### src/rtl/err_pkg.sv
// err_pkg: shared types and helpers for the IR error sequencer.
//   err_state_t : sequencer state encoding (IDLE, SETTLE, SAMPLE, DONE)
//   acc_width   : accumulator width for a given reading width and channel count
//   pair_term   : signed, binary-weighted contribution of one channel reading
package err_pkg;

    typedef enum logic [1:0] {
        ST_IDLE   = 2'd0,
        ST_SETTLE = 2'd1,
        ST_SAMPLE = 2'd2,
        ST_DONE   = 2'd3
    } err_state_t;

    // One bit per pair weight on top of the reading, plus a sign bit.
    // The sum of all weighted magnitudes stays below 2^(dw + num_ch/2).
    function automatic int acc_width(input int dw, input int num_ch);
        return dw + (num_ch / 2) + 1;
    endfunction

    // Channel ch belongs to pair ch>>1 with weight 2^(ch>>1); even channels
    // are right sensors (add), odd channels are left sensors (subtract).
    function automatic longint pair_term(input int unsigned ch, input longint unsigned val);
        longint mag;
        mag = longint'(val << (ch >> 1));
        if ((ch & 32'd1) != 32'd0) begin
            return -mag;
        end else begin
            return mag;
        end
    endfunction

endpackage

### src/rtl/err_accum_seq_if.sv
// err_accum_seq_if: sensor-side and controller-side signals of the sequencer.
//   IR_vld  : start/restart a sweep           (master -> slave)
//   ir_in   : reading of the selected channel (master -> slave)
//   sel     : channel select to the sensor mux (slave -> master)
//   busy    : sequencer not idle               (slave -> master)
//   err     : signed saturated error           (slave -> master)
//   err_vld : one-cycle pulse when err updates (slave -> master)
interface err_accum_seq_if
    import err_pkg::*;
#(
    parameter int NUM_CH = 8,
    parameter int DW     = 12,
    parameter int ERR_W  = 16
);
    localparam int SEL_W = $clog2(NUM_CH);

    logic                    IR_vld;
    logic [DW-1:0]           ir_in;
    logic [SEL_W-1:0]        sel;
    logic                    busy;
    logic signed [ERR_W-1:0] err;
    logic                    err_vld;

    modport master (
        output IR_vld, ir_in,
        input  sel, busy, err, err_vld
    );

    modport slave (
        input  IR_vld, ir_in,
        output sel, busy, err, err_vld
    );

endinterface

### src/rtl/err_sat.sv
// err_sat: combinational signed saturator.
//   in_i  : signed value, IN_W bits
//   out_o : in_i clamped to [-2^(OUT_W-1), 2^(OUT_W-1)-1], OUT_W bits
module err_sat
    import err_pkg::*;
#(
    parameter int IN_W  = 17,
    parameter int OUT_W = 16
) (
    input  logic signed [IN_W-1:0]  in_i,
    output logic signed [OUT_W-1:0] out_o
);

    if (IN_W <= OUT_W) begin : g_ext
        // Output is at least as wide as the input: plain sign extension.
        assign out_o = OUT_W'(in_i);
    end else begin : g_clamp
        localparam logic signed [IN_W-1:0] MAX_V = {{(IN_W-OUT_W+1){1'b0}}, {(OUT_W-1){1'b1}}};
        localparam logic signed [IN_W-1:0] MIN_V = {{(IN_W-OUT_W+1){1'b1}}, {(OUT_W-1){1'b0}}};

        // Clamp to the output range, otherwise drop the redundant sign bits.
        always_comb begin
            if (in_i > MAX_V) begin
                out_o = MAX_V[OUT_W-1:0];
            end else if (in_i < MIN_V) begin
                out_o = MIN_V[OUT_W-1:0];
            end else begin
                out_o = in_i[OUT_W-1:0];
            end
        end
    end

endmodule

### src/rtl/err_accum_seq.sv
// err_accum_seq: walks an NUM_CH-channel IR sensor mux, waits SETTLE_CYC
// cycles per channel, accumulates a binary-weighted right-minus-left sum and
// presents it saturated to ERR_W bits with a one-cycle valid pulse.
//   clk : clock, rising edge
//   rst : synchronous active-high reset
//   bus : slave side of err_accum_seq_if (IR_vld, ir_in in; sel, busy, err, err_vld out)
module err_accum_seq
    import err_pkg::*;
#(
    parameter int NUM_CH     = 8,
    parameter int DW         = 12,
    parameter int ERR_W      = 16,
    parameter int SETTLE_CYC = 2
) (
    input  logic             clk,
    input  logic             rst,
    err_accum_seq_if.slave   bus
);

    localparam int CW  = $clog2(NUM_CH);
    localparam int AW  = acc_width(DW, NUM_CH);
    localparam int SCW = (SETTLE_CYC > 1) ? $clog2(SETTLE_CYC) : 1;

    localparam logic [SCW-1:0] SETTLE_LAST = SCW'((SETTLE_CYC > 0) ? (SETTLE_CYC - 1) : 0);
    localparam logic [CW-1:0]  CH_LAST     = CW'(NUM_CH - 1);
    // With no settle time a sweep goes straight from one sample to the next.
    localparam err_state_t     START_ST    = (SETTLE_CYC == 0) ? ST_SAMPLE : ST_SETTLE;

    err_state_t              state_q, state_d;
    logic [CW-1:0]           ch_q, ch_d;
    logic [SCW-1:0]          settle_q, settle_d;
    logic signed [AW-1:0]    acc_q, acc_d;
    logic signed [ERR_W-1:0] err_q, err_d;

    logic signed [AW-1:0]    term_s;
    logic signed [AW-1:0]    acc_sum_s;
    logic signed [ERR_W-1:0] sat_s;

    assign term_s    = AW'(pair_term(32'(ch_q), 64'(bus.ir_in)));
    assign acc_sum_s = acc_q + term_s;

    err_sat #(
        .IN_W  (AW),
        .OUT_W (ERR_W)
    ) u_sat (
        .in_i  (acc_sum_s),
        .out_o (sat_s)
    );

    // State register and datapath registers.
    always_ff @(posedge clk) begin
        if (rst) begin
            state_q  <= ST_IDLE;
            ch_q     <= '0;
            settle_q <= '0;
            acc_q    <= '0;
            err_q    <= '0;
        end else begin
            state_q  <= state_d;
            ch_q     <= ch_d;
            settle_q <= settle_d;
            acc_q    <= acc_d;
            err_q    <= err_d;
        end
    end

    // Next-state and datapath update logic.
    always_comb begin
        state_d  = state_q;
        ch_d     = ch_q;
        settle_d = settle_q;
        acc_d    = acc_q;
        err_d    = err_q;
        if (bus.IR_vld) begin
            // Start from IDLE or DONE, abort from SETTLE/SAMPLE: same action.
            state_d  = START_ST;
            ch_d     = '0;
            settle_d = '0;
            acc_d    = '0;
        end else begin
            case (state_q)
                ST_IDLE: begin
                    state_d = ST_IDLE;
                end
                ST_SETTLE: begin
                    if (settle_q == SETTLE_LAST) begin
                        state_d  = ST_SAMPLE;
                        settle_d = '0;
                    end else begin
                        settle_d = settle_q + SCW'(1);
                    end
                end
                ST_SAMPLE: begin
                    acc_d = acc_sum_s;
                    if (ch_q == CH_LAST) begin
                        // sel returns to 0 already here so it is 0 in IDLE.
                        state_d = ST_DONE;
                        ch_d    = '0;
                        err_d   = sat_s;
                    end else begin
                        state_d = START_ST;
                        ch_d    = ch_q + CW'(1);
                    end
                end
                ST_DONE: begin
                    state_d = ST_IDLE;
                end
                default: begin
                    state_d = ST_IDLE;
                end
            endcase
        end
    end

    // Outputs decoded from registers only.
    always_comb begin
        bus.busy    = (state_q != ST_IDLE);
        bus.err_vld = (state_q == ST_DONE);
        bus.sel     = ch_q;
        bus.err     = err_q;
    end

endmodule

### src/flat_wrapper.sv
// flat-port wrapper written by rule: the top's interface ports become plain ports
module err_accum_seq_flat import err_pkg::*;
#(
    parameter int NUM_CH     = 8,
    parameter int DW         = 12,
    parameter int ERR_W      = 16,
    parameter int SETTLE_CYC = 2
)
  (clk, rst, bus_IR_vld, bus_ir_in, bus_sel, bus_busy, bus_err, bus_err_vld);
  err_accum_seq_if #(.NUM_CH(NUM_CH), .DW(DW), .ERR_W(ERR_W)) bus_i ();
  input  logic clk;
  input  logic rst;
  input wire logic [$bits(bus_i.IR_vld)-1:0] bus_IR_vld;
  input wire logic [$bits(bus_i.ir_in)-1:0] bus_ir_in;
  output wire logic [$bits(bus_i.sel)-1:0] bus_sel;
  output wire logic [$bits(bus_i.busy)-1:0] bus_busy;
  output wire logic [$bits(bus_i.err)-1:0] bus_err;
  output wire logic [$bits(bus_i.err_vld)-1:0] bus_err_vld;
  assign bus_i.IR_vld = bus_IR_vld;
  assign bus_i.ir_in = bus_ir_in;
  assign bus_sel = bus_i.sel;
  assign bus_busy = bus_i.busy;
  assign bus_err = bus_i.err;
  assign bus_err_vld = bus_i.err_vld;
  err_accum_seq #(.NUM_CH(NUM_CH), .DW(DW), .ERR_W(ERR_W), .SETTLE_CYC(SETTLE_CYC)) u_core (.clk(clk), .rst(rst), .bus(bus_i));
endmodule
### config.mk
export PLATFORM = sky130hd
export DESIGN_NAME = err_accum_seq_flat
export DESIGN_NICKNAME = d
export VERILOG_FILES = /design/src/rtl/err_pkg.sv /design/src/rtl/err_accum_seq_if.sv /design/src/rtl/err_sat.sv /design/src/rtl/err_accum_seq.sv /design/src/flat_wrapper.sv
export SDC_FILE = /design/constraint.sdc
export NUM_CORES = 1
export LEC_CHECK = 0
export CAP_MARGIN = 20
export CORE_MARGIN = 2
export CORE_UTILIZATION = 40
export DETAILED_ROUTE_END_ITERATION = 8
export PLACE_DENSITY = 0.7
export SYNTH_ARGS = -nofsm -noshare
export SYNTH_HDL_FRONTEND = slang
export SYNTH_SLANG_ARGS = --single-unit
### constraint.sdc
create_clock -name clk -period 4.91 [get_ports clk]
set_input_delay 0.491 -clock clk [delete_from_list [all_inputs] [get_ports clk]]
set_output_delay 0.491 -clock clk [all_outputs]
set_load 0.05 [all_outputs]
==> impl_metrics.json, run 1 <==
{
  "fp.dieW_um": 92.06,
  "tightest_slew_ns": 0.8653,
  "tns_ns": 0,
  "cts_max_path_buffers": 2,
  "routedWlPerCell_um": 13.02,
  "ff2ff_path_depth": 15,
  "r2r_setup_slack_ns": 0.37,
  "final_common_cell": "nor2_1",
  "drt-vias-per-instance": 5.210,
  "peakVddDrop_mv": 0.09263,
  "drcViolationCount": 0,
  "grt_max_degree": 25,
  "cts_tree": "done",
  "diodes": 0,
  "firstDrtPassIters": 4,
  "syn-cell-area_mm2": 0.003102,
  "cp_data_required_time_ns": 5.11,
  "clkTransAtPathRegs_ns": 0.08,
  "die_area_mm2": 0.008475,
  "insertion_delay_ns": 0.30,
  "hold_viol": 0,
  "relSlewSlack_pct": 42.10,
  "worst_hold_path_type": "register to register",
  "dpl.hpwl_um": 5121,
  "grt_use_total_pct": 16.33,
  "power_density_mw_per_mm2": 215.4,
  "layout_worst_path_cycle_share_pct": 93.05,
  "route.vias.total": 2610,
  "numCtsBuffers": 5,
  "globalRouteOverflowTotal": 0,
  "power_w": 0.0007951,
  "min_to": "u_core.bus.err[4]",
  "nets": 437,
  "syn_nets": 403,
  "cp_max_fo": 17,
  "io_pins": 36,
  "io_buffers": 35,
  "finClkSkew_ns": 0.007651,
  "first_global_vias": 2477,
  "layout-drive-gt1-share_pct": 10.28,
  "ys_seq_area_share_pct": 25.17,
  "htree_levels": 2,
  "setup_viol": 0,
  "r2r_start": "u_core.bus.sel[2]",
  "antenna_left": 0,
  "holdPathStages": 1,
  "critPathKind": "input port to register",
  "core_area_mm2": 0.007607,
  "die_h_um": 92.06,
  "initial_utilization_pct": 40.77,
  "avgSynthCellArea_um2": 8.521,
  "drv_cap": 0,
  "syn_inst": 364,
  "synth_edf_count": 0,
  "post_cts_buffers": 0,
  "async_flop_share_pct": 0,
  "min-delay-start": "u_core.bus.err[4]",
  "drt_iter0_markers": 198,
  "end_kind": "register",
  "reg2reg_to": "u_core.bus.err[0]",
  "drv_slew": 0,
  "period_needed_ns": 4.569,
  "synth_cell_type_count": 53,
  "yosysWarnings": 0,
  "p_leak_nw": 1.405,
  "cts.sinks": 39,
  "antenna_found_initial": 0,
  "ctsResizeCount": 0,
  "layout_common_cells": "nor2_1 (46), dfxtp_1 (38), clkdlybuf4s50_1 (35)",
  "status": "finished clean",
  "routed_wl_um": 6521,
  "area_growth_pct": 19.00,
  "startpoint_type": "input port",
  "gp_routability_congestion": 0.9088,
  "crit_arrival_ns": 4.77,
  "grt_pass1_wl_um": 11380,
  "cts-root-buf": "clkbuf_8",
  "ys_ff_latch": 39,
  "rsz0062_at_grt": "false",
  "synthFlopType": "dfxtp_1",
  "cts.hold.buffers_added": 0,
  "placementRows": 32,
  "max_freq_mhz": 218.9
}
[layout make-up]
| class | instances | area [µm²] |
|---|---|---|
| clock buffers | 5 | 68.82 |
| flip-flops and latches | 39 | 782.0 |
| clock inverters | 3 | 67.56 |
| fillers | 745 | 3916 |
| inverters | 18 | 67.56 |
| well taps | 102 | 127.6 |
| repair buffers | 45 | 425.4 |
| multi-input cells | 289 | 2152 |
[metrics by stage]
stage               cells  hold slack, ns  area (µm²)  utilization (%)  setup slack [ns]
floorplan             364          0.4637        3103                -            0.1477
global placement      493          0.4620        3555            46.73           0.06475
detailed placement    493          0.4662        3555            46.73           0.03647
CTS                   501          0.4852        3691            48.52            0.3420
global route          501          0.5082        3691            48.52           0.08884
finish                501          0.4793        3691            48.52            0.3412
[critical path: stages]
cell             delay (ns)
clkdlybuf4s50_1        0.46
mux4_2                 0.55
a211oi_4               0.23
or2b_1                 0.28
o31ai_1                0.30
xor2_1                 0.18
ha_1                   0.30
a21oi_1                0.20
nor2_1                 0.07
a211o_1                0.29
a21o_1                 0.20
a211o_2                0.38
xnor2_4                0.25
maj3_1                 0.40
a22o_1                 0.20
[power breakdown]
group          leakage, nW  switching, W  internal [W]  total, W
registers            0.315    0.00000366      0.000320  0.000323
clock network       0.0644      0.000123      0.000203  0.000326
logic                 1.03     0.0000805     0.0000655  0.000146
[cell usage after synthesis, types with 3 or more instances]
cell,n,area (µm²)
nand3_1,8,40.04
buf_6,4,45.04
a21oi_1,24,120.1
a211oi_1,8,60.06
a21o_1,3,22.52
ha_1,23,287.8
xor2_1,6,52.55
o21ai_0,18,90.09
clkbuf_1,11,41.29
dfxtp_1,39,780.8
maj3_2,8,90.09
mux2i_1,18,180.2
and3_1,3,18.77
o21a_1,3,22.52
nand2_1,26,97.59
xnor2_1,19,166.4
nor3_1,5,25.02
inv_1,18,67.56
mux4_2,4,90.09
a22o_1,15,131.4
maj3_1,7,70.07
nand2b_1,8,50.05
nor2_1,46,172.7
nor2b_1,3,18.77
[state kept, by name, summed over array words and instances, names as in the netlist]
signal	flops
u_core.bus.err	16
u_core.state_q	2
u_core.bus.sel	3
u_core.acc_q	17
u_core.settle_q	1
[layer usage]
layer	up-vias	global-route usage (%)	wire [µm]
li1	1363	-	-
met1	1177	22.72	3243
met2	58	26.04	2904
met3	12	2.465	275
met4	0	5.100	98
met5	-	0	0
[worst max-delay path by stage]
stage                            from  depth (start not counted)                end  slack [ns]
finish                   bus_ir_in[5]                         15  u_core.bus.err[0]        0.34
global route        u_core.bus.sel[2]                         15  u_core.bus.err[0]        0.09
CTS                      bus_ir_in[5]                         15  u_core.bus.err[0]        0.34
detailed placement       bus_ir_in[5]                         15  u_core.bus.err[0]        0.04
global placement         bus_ir_in[5]                         15  u_core.bus.err[1]        0.06
floorplan           u_core.bus.sel[1]                         21  u_core.bus.err[0]        0.15
[kinds of logic (layout without fill, tap and decap cells)]
logic type	count (synthesis)	count (layout)	share of synthesized area, %
XOR/XNOR	28	28	8.996
AO/OA/AOI/OAI	91	91	20.57
multiplexers	23	23	9.076
adder cells (fa/ha/maj)	39	39	15.09
flip-flops	39	39	25.17
buffers and inverters	36	71	5.446
AND/OR/NAND/NOR	108	108	15.65
Note: power is estimated with default switching activity, not from simulation.
==> run 2: changes to the inputs <==
- ABC_AREA: default -> 0
==> results of run 2 <==
No change in the layout: final DEF, timing and power equal those of run 1.
